## src/rtl/atm_session_ctrl.sv

```systemverilog
`default_nettype none
// ============================================================================
//  Module      : atm_session_ctrl
//  Description : Multi-account ATM session controller. Card insertion, PIN
//                check with retry lockout, inactivity timeout, and balance /
//                withdraw / deposit / transfer against an on-chip table.
//  Revision    : 1.0 - initial multi-account release
// ============================================================================
module atm_session_ctrl #(
    parameter int NUM_ACCOUNTS = 4,
    parameter int AMT_W        = 32,
    parameter int PIN_W        = 14,
    parameter int ACCT_W       = 16,
    parameter int PIN_BASE     = 8030,
    parameter int ACCT_BASE    = 16'hD900,
    parameter int INIT_BALANCE = 100000,
    parameter int MAX_TRIES    = 3,
    parameter int WD_LIMIT     = 50000,
    parameter int TIMEOUT      = 1024,
    localparam int IDX_W       = (NUM_ACCOUNTS > 1) ? $clog2(NUM_ACCOUNTS) : 1,
    localparam int TMR_W       = $clog2(TIMEOUT + 1)
) (
    input  logic              clk,
    input  logic              reset,
    input  logic              card_in,
    input  logic [IDX_W-1:0]  card_idx,
    input  logic              pin_valid,
    input  logic [PIN_W-1:0]  pin,
    input  logic              op_valid,
    input  logic [2:0]        opcode,
    input  logic [AMT_W-1:0]  amount,
    input  logic [ACCT_W-1:0] dest_acct,
    input  logic              receipt_req,
    output logic              session_active,
    output logic              pin_ok,
    output logic              op_done,
    output logic [2:0]        err_code,
    output logic [AMT_W-1:0]  balance_out,
    output logic              receipt_pulse,
    output logic              ejected,
    output logic              card_retained
);

    localparam int TRY_W = $clog2(MAX_TRIES + 1);

    localparam logic [2:0] c_op_bal    = 3'd1;
    localparam logic [2:0] c_op_wd     = 3'd2;
    localparam logic [2:0] c_op_dep    = 3'd3;
    localparam logic [2:0] c_op_xfr    = 3'd4;

    localparam logic [2:0] c_err_ok    = 3'd0;
    localparam logic [2:0] c_err_pin   = 3'd1;
    localparam logic [2:0] c_err_funds = 3'd2;
    localparam logic [2:0] c_err_limit = 3'd3;
    localparam logic [2:0] c_err_ovf   = 3'd4;
    localparam logic [2:0] c_err_acct  = 3'd5;
    localparam logic [2:0] c_err_badop = 3'd6;
    localparam logic [2:0] c_err_lock  = 3'd7;

    typedef enum logic [2:0] {
        S_IDLE   = 3'd0,
        S_PIN    = 3'd1,
        S_HOME   = 3'd2,
        S_EXEC   = 3'd3,
        S_EJECT  = 3'd4,
        S_RETAIN = 3'd5
    } state_t;

    state_t                  r_state;
    logic [IDX_W-1:0]        r_cur;
    logic [TRY_W-1:0]        r_tries;
    logic [TMR_W-1:0]        r_tmr;
    logic [AMT_W-1:0]        r_wd_tot;
    logic [NUM_ACCOUNTS-1:0] r_lock;
    logic [AMT_W-1:0]        r_bal [NUM_ACCOUNTS];
    logic [2:0]              r_op;
    logic [AMT_W-1:0]        r_amt;
    logic [ACCT_W-1:0]       r_dest;
    logic                    r_rcpt;
    logic                    r_op_done;
    logic                    r_receipt;
    logic                    r_ejected;
    logic                    r_retained;
    logic [2:0]              r_err;
    logic [AMT_W-1:0]        r_bal_out;

    logic [TMR_W-1:0]        w_tmr_inc;
    logic                    w_timeout;
    logic [TRY_W-1:0]        w_tries_inc;
    logic                    w_idx_bad;
    logic [PIN_W-1:0]        w_pin_exp;
    logic [AMT_W-1:0]        w_src_bal;
    logic [ACCT_W-1:0]       w_dest_off;
    logic [IDX_W-1:0]        w_dst;
    logic                    w_dest_ok;
    logic [AMT_W-1:0]        w_dst_bal;
    logic [AMT_W:0]          w_dep_sum;
    logic [AMT_W:0]          w_xfr_sum;
    logic [AMT_W:0]          w_wd_sum;
    logic [AMT_W-1:0]        w_debit;
    logic [2:0]              w_err;

    assign w_tmr_inc   = r_tmr + 1'b1;
    assign w_timeout   = (w_tmr_inc == TMR_W'(TIMEOUT));
    assign w_tries_inc = r_tries + 1'b1;
    assign w_idx_bad   = (32'(card_idx) >= NUM_ACCOUNTS);
    assign w_pin_exp   = PIN_W'(PIN_BASE + 32'(r_cur));
    assign w_src_bal   = r_bal[r_cur];
    // Offset wraps to a large value below the base, so one compare covers both ends
    assign w_dest_off  = r_dest - ACCT_W'(ACCT_BASE);
    assign w_dst       = w_dest_off[IDX_W-1:0];
    assign w_dest_ok   = (32'(w_dest_off) < NUM_ACCOUNTS) && (w_dst != r_cur);
    assign w_dst_bal   = r_bal[w_dst];
    assign w_dep_sum   = {1'b0, w_src_bal} + {1'b0, r_amt};
    assign w_xfr_sum   = {1'b0, w_dst_bal} + {1'b0, r_amt};
    assign w_wd_sum    = {1'b0, r_wd_tot} + {1'b0, r_amt};
    assign w_debit     = w_src_bal - r_amt;

    // Result code of the captured operation; the first failing check wins
    always_comb begin
        w_err = c_err_ok;
        case (r_op)
            c_op_bal: w_err = c_err_ok;
            c_op_wd: begin
                if (r_amt == '0)                          w_err = c_err_badop;
                else if (r_amt > w_src_bal)               w_err = c_err_funds;
                else if (w_wd_sum > (AMT_W+1)'(WD_LIMIT)) w_err = c_err_limit;
            end
            c_op_dep: begin
                if (r_amt == '0)          w_err = c_err_badop;
                else if (w_dep_sum[AMT_W]) w_err = c_err_ovf;
            end
            c_op_xfr: begin
                if (r_amt == '0)           w_err = c_err_badop;
                else if (!w_dest_ok)        w_err = c_err_acct;
                else if (r_amt > w_src_bal) w_err = c_err_funds;
                else if (w_xfr_sum[AMT_W])  w_err = c_err_ovf;
            end
            default: w_err = c_err_badop;
        endcase
    end

    // Session FSM, balance table and registered status outputs
    always_ff @(posedge clk) begin
        if (reset) begin
            r_state    <= S_IDLE;
            r_cur      <= '0;
            r_tries    <= '0;
            r_tmr      <= '0;
            r_wd_tot   <= '0;
            r_lock     <= '0;
            r_op       <= '0;
            r_amt      <= '0;
            r_dest     <= '0;
            r_rcpt     <= 1'b0;
            r_op_done  <= 1'b0;
            r_receipt  <= 1'b0;
            r_ejected  <= 1'b0;
            r_retained <= 1'b0;
            r_err      <= c_err_ok;
            r_bal_out  <= '0;
            for (int i = 0; i < NUM_ACCOUNTS; i++) begin
                r_bal[i] <= AMT_W'(INIT_BALANCE);
            end
        end else begin
            r_op_done  <= 1'b0;
            r_receipt  <= 1'b0;
            r_ejected  <= 1'b0;
            r_retained <= 1'b0;
            case (r_state)
                S_IDLE: begin
                    if (card_in) begin
                        if (w_idx_bad) begin
                            r_err     <= c_err_acct;
                            r_ejected <= 1'b1;
                            r_state   <= S_EJECT;
                        end else if (r_lock[card_idx]) begin
                            r_err     <= c_err_lock;
                            r_ejected <= 1'b1;
                            r_state   <= S_EJECT;
                        end else begin
                            r_cur    <= card_idx;
                            r_tries  <= '0;
                            r_tmr    <= '0;
                            r_wd_tot <= '0;
                            r_state  <= S_PIN;
                        end
                    end
                end
                S_PIN: begin
                    if (pin_valid) begin
                        r_tmr     <= '0;
                        r_op_done <= 1'b1;
                        if (pin == w_pin_exp) begin
                            r_err     <= c_err_ok;
                            r_bal_out <= w_src_bal;
                            r_state   <= S_HOME;
                        end else begin
                            r_err   <= c_err_pin;
                            r_tries <= w_tries_inc;
                            if (w_tries_inc == TRY_W'(MAX_TRIES)) begin
                                r_lock[r_cur] <= 1'b1;
                                r_retained    <= 1'b1;
                                r_state       <= S_RETAIN;
                            end
                        end
                    end else if (w_timeout) begin
                        r_tmr     <= '0;
                        r_err     <= c_err_ok;
                        r_ejected <= 1'b1;
                        r_state   <= S_EJECT;
                    end else begin
                        r_tmr <= w_tmr_inc;
                    end
                end
                S_HOME: begin
                    if (op_valid) begin
                        r_tmr <= '0;
                        if (opcode == 3'd0) begin
                            r_err     <= c_err_ok;
                            r_ejected <= 1'b1;
                            r_state   <= S_EJECT;
                        end else begin
                            r_op    <= opcode;
                            r_amt   <= amount;
                            r_dest  <= dest_acct;
                            r_rcpt  <= receipt_req;
                            r_state <= S_EXEC;
                        end
                    end else if (w_timeout) begin
                        r_tmr     <= '0;
                        r_err     <= c_err_ok;
                        r_ejected <= 1'b1;
                        r_state   <= S_EJECT;
                    end else begin
                        r_tmr <= w_tmr_inc;
                    end
                end
                S_EXEC: begin
                    r_op_done <= 1'b1;
                    r_err     <= w_err;
                    r_receipt <= (w_err == c_err_ok) && r_rcpt;
                    r_tmr     <= '0;
                    r_state   <= S_HOME;
                    r_bal_out <= w_src_bal;
                    if (w_err == c_err_ok) begin
                        case (r_op)
                            c_op_wd: begin
                                r_bal[r_cur] <= w_debit;
                                r_wd_tot     <= w_wd_sum[AMT_W-1:0];
                                r_bal_out    <= w_debit;
                            end
                            c_op_dep: begin
                                r_bal[r_cur] <= w_dep_sum[AMT_W-1:0];
                                r_bal_out    <= w_dep_sum[AMT_W-1:0];
                            end
                            c_op_xfr: begin
                                r_bal[r_cur] <= w_debit;
                                r_bal[w_dst] <= w_xfr_sum[AMT_W-1:0];
                                r_bal_out    <= w_debit;
                            end
                            default: r_bal_out <= w_src_bal;
                        endcase
                    end
                end
                S_EJECT:  r_state <= S_IDLE;
                S_RETAIN: r_state <= S_IDLE;
                default:  r_state <= S_IDLE;
            endcase
        end
    end

    assign session_active = (r_state != S_IDLE);
    assign pin_ok         = (r_state == S_HOME) || (r_state == S_EXEC);
    assign op_done        = r_op_done;
    assign err_code       = r_err;
    assign balance_out    = r_bal_out;
    assign receipt_pulse  = r_receipt;
    assign ejected        = r_ejected;
    assign card_retained  = r_retained;

endmodule
`default_nettype wire

```

## config.mk

```make
export PLATFORM = sky130hd
export DESIGN_NAME = atm_session_ctrl
export DESIGN_NICKNAME = d
export VERILOG_FILES = /design/src/rtl/atm_session_ctrl.sv
export SDC_FILE = /design/constraint.sdc
export NUM_CORES = 1
export LEC_CHECK = 0
export ABC_AREA = 1
export CORE_UTILIZATION = 40
export DETAILED_ROUTE_END_ITERATION = 8
export GPL_TIMING_DRIVEN = 0
export MAX_ROUTING_LAYER = met4
export PLACE_DENSITY = 0.58
export SLEW_MARGIN = 20
export SYNTH_ARGS = -nofsm -noshare
export SYNTH_HDL_FRONTEND = slang
export SYNTH_SLANG_ARGS = --single-unit
```

## constraint.sdc

```tcl
create_clock -name clk -period 7.5 [get_ports clk]
set_input_delay 0.75 -clock clk [delete_from_list [all_inputs] [get_ports clk]]
set_output_delay 0.75 -clock clk [all_outputs]
set_load 0.05 [all_outputs]
```

==> reports/qor.csv <==
stage,metric,value,unit
die,initial_core_util,40.5,%
placed_design,placed_cell_area,0.0234,mm²
worst_hold_path,hold_depth,2,
logic_synthesis,yosys.area_share.simple,26.4,%
global_route,grt_pass1_wl,143000,µm
logic_synthesis,synth_edf_count,128,
die,die_area,0.0541,mm²
global_route,antenna_found_initial,2,
critical_path,r2r_cells,24,
critical_path,critPathKind,flip-flop to flip-flop,
clock_tree,cts.htree.levels,2,
critical_path,crit_fanout,11,
cells_and_area,n_fill_cell,5527,
cells_and_area,multi_input_area,0.0127,mm²
flow_run,maxCapViolCount,0,
timing,min_period,7.19,ns
timing,worstMarginPinSlew,1.18,ns
placed_design,io_buffers,112,
timing,setup_viol,0,
critical_path,end_kind,flip-flop,
logic_synthesis,async_flop_share,0,%
die,core,0.0526,mm²
critical_path,worstPathRequired,7.82,ns
logic_synthesis,synthTopCellsByCount,"742 x nand2_1, 343 x inv_1, 299 x nor2_1, 253 x o21ai_0, 218 x a21oi_1",
timing,slew_viol_final,0,
logic_synthesis,yosysTopAreaCellShare,18.1,%
logic_synthesis,ys_seq_area_share,31.9,%
logic_synthesis,ys_ff_latch,275,
logic_synthesis,synth_xor_area_share,3.91,%
timing,clock.fmax,139,MHz
die,ios,114,
logic_synthesis,syn-num-nets,3302,
logic_synthesis,synthCells,3095,
power_and_ir_drop,p_leak,10.4,nW
clock_tree,cts_buffers,36,
cells_and_area,nNetsFinal,3458,
timing,min_period_over_period,95.9,%
route,vias,23200,
timing,rsz0062_at_grt,false,
clock_tree,ctsHoldBuffers,0,
timing,hold_viol_final,0,
worst_hold_path,min_to,r_wd_tot[16],
route,routed_wl,99800,µm
cells_and_area,area_growth,15.7,%
route,firstDrtPassIters,6,
die,rows,84,
cells_and_area,layout-drive-gt1-share,5.19,%
logic_synthesis,post_synth.cell_area_avg,6.88,µm²
logic_synthesis,synthTopCellsByArea,"edfxtp_1 18%, dfxtp_1 14%, nand2_1 13%",
timing,tns,0,ns
power_and_ir_drop,total_power,4.68,mW
logic_synthesis,synth_cell_types,58,
critical_path,r2r_slack,0.31,ns
route,via_per_inst,5.86,
logic_synthesis,synth_compound_area_share,20.7,%
logic_synthesis,synth-adder-area-share,8.02,%
route,wl_per_cell,25.1,µm
global_route,grt_overflow,0,
global_route,track_usage,37.6,%
critical_path,worst-endpoint-arrival,7.52,ns
clock_tree,insertion_delay,0.58,ns
cells_and_area,regArea,0.00679,mm²
global_route,grt_pass1_vias,22100,
logic_synthesis,ys_warn_count,0,
die,die_h,233,µm
logic_synthesis,synth_mux_area_share,0.0470,%
route,drcViolationCount,0,
logic_synthesis,synth_area,0.0213,mm²
status,status,"complete, no violations",
timing,maxSlewHeadroom,21.5,%
critical_path,setup.worst_path.start_class,flip-flop,
worst_hold_path,min-delay-start,r_wd_tot[16],
route,drt_iter0_markers,2282,
cells_and_area,fin_area,0.0246,mm²
logic_synthesis,ys.flop_type,dfxtp_1,
timing,fin_skew,0.0232,ns
clock_tree,cts_num_sinks,275,
logic_synthesis,synth.most_common_cell,nand2_1,
placed_design,gp_congestion,1.01,
clock_tree,clock_path_buffers,3,
logic_synthesis,yosys.area.top_type,edfxtp_1,
logic_synthesis,synth_top_family_by_area,simple AND/OR/NAND/NOR gates,
critical_path,r2r_end,r_bal[3][20],
global_route,grt_max_degree,33,
die,die_w,233,µm
power_and_ir_drop,powerDensity,190,mW/mm²
clock_tree,cts-root-buf,clkbuf_16,
clock_tree,clk_pin_slew,0.06,ns
clock_tree,cts_tree,yes,
power_and_ir_drop,vdd.ir_drop.worst,0.000279,V
worst_hold_path,min_path_type,flip-flop to flip-flop,
placed_design,dp.final_hpwl,79000,µm
route,postRouteAntennaNets,0,
[through the flow]
step / hold WS [ns] / instances / worst slack (ns) / utilization, %
finish: 0.457 / 3968 / 0.306 / 46.9
global route: 0.468 / 3967 / 0.179 / 46.9
CTS: 0.456 / 3967 / 0.0120 / 46.8
detailed placement: 0.444 / 3901 / -0.157 / 44.4
global placement: 0.435 / 3895 / -1.63 / 44.3
floorplan: 0.424 / 3095 / 2.19 / -
[metal layers]
| layer | wire [µm] | GRT usage [%] | share of wire [%] | up-vias |
|---|---|---|---|---|
| met5 | 0 | - | 0 | - |
| met4 | 5180 | 17.5 | 5.2 | 0 |
| met2 | 46000 | 60.5 | 46 | 1092 |
| li1 | - | - | - | 10800 |
| met1 | 41100 | 46.4 | 41 | 11000 |
| met3 | 7470 | 5.21 | 7.5 | 268 |
[worst max-delay path: stages (launching register included)]
cell	delay, ns
dfxtp_1	0.72
clkbuf_1	0.57
buf_1	0.63
nor2_1	0.12
o22ai_1	0.52
ha_1	0.35
buf_2	0.21
a21oi_1	0.30
o21ai_0	0.18
a21oi_1	0.14
nand2_1	0.22
a211o_1	0.42
nand2_1	0.14
nand3_1	0.08
nand3_1	0.12
inv_1	0.06
nand2_2	0.14
nor2_8	0.08
nand4_1	0.16
buf_2	0.33
buf_2	0.40
o211ai_1	0.39
buf_4	0.30
buf_4	0.17
buf_4	0.18
[cells in the final DEF, fill, tap and decap left out, types with 7 or more instances in the layout]
cell / netlist / final
nor3b_1: 16 / 16
xor2_1: 63 / 63
clkbuf_1: 81 / 82
dfxtp_1: 147 / 147
buf_2: 35 / 35
buf_4: 6 / 12
clkbuf_16: 0 / 38
nor4_1: 20 / 20
clkdlybuf4s50_1: 0 / 112
xnor2_1: 32 / 32
o21ai_1: 19 / 19
ha_1: 130 / 130
clkinvlp_4: 0 / 7
nand4_1: 53 / 53
a21o_1: 14 / 14
nand2_1: 742 / 742
nor3_1: 23 / 23
o21bai_1: 16 / 16
inv_1: 343 / 343
a21oi_1: 218 / 218
o21ai_2: 11 / 11
inv_2: 13 / 13
o22ai_1: 114 / 112
nand3_1: 146 / 143
o211ai_1: 7 / 7
nand3b_1: 7 / 7
a22oi_1: 47 / 47
o21ai_0: 253 / 253
edfxtp_1: 128 / 128
nor2_1: 299 / 299
a31oi_1: 27 / 27
[what timing repair did]
action,4_1_cts,5_1_grt
endpoints found under the setup margin,32,116
pin swaps,1,1
cloned,1,0
buffers inserted,0,0
resized for setup,1,13
[area by class of cell]
type	instances	area share (%)
repair buffers	118	4.74
multi-input cells	2334	51.4
plain buffers	129	2.36
diodes	2	0.0203
inverters	357	5.46
flip-flops and latches	275	27.6
well taps	688	3.50
clock inverters	19	0.920
clock buffers	46	4.07
[registers in the layout (all words and copies together) (netlist names), 2 cells and up, named ones only]
signal       flops
err_code         3
r_tries          2
r_tmr           11
r_lock           4
r_cur            2
balance_out     32
r_wd_tot        32
r_state          3
r_op             3
r_amt           32
r_dest          16
r_bal          128
[kinds of logic (layout without fill, tap and decap cells)]
logic type,count (synthesis),after routing
compound gates,768,768
xor+xnor,95,95
fa+ha+maj,134,134
buf+inv,487,669
flops,275,275
mux,1,1
other cells,0,2
simple gates,1335,1336
[report_power, final]
group / switching [mW] / total, mW / internal (mW) / leakage, nW
sequential: 0.0218 / 1.62 / 1.60 / 2.42
combinational: 0.891 / 1.21 / 0.324 / 7.38
clock: 0.756 / 1.84 / 1.09 / 0.581
total: 1.67 / 4.68 / 3.01 / 10.4
[worst max path at each step]
stage / end / cells after the start
3_3_place_gp: r_bal[3][22] / 21
5_1_grt: r_bal[3][20] / 26
3_5_place_dp: r_bal[2][4] / 20
2_1_floorplan: r_bal[3][0] / 21
4_1_cts: r_bal[2][11] / 20
6_report: r_bal[3][20] / 24
(Power assumes the default switching activity.)
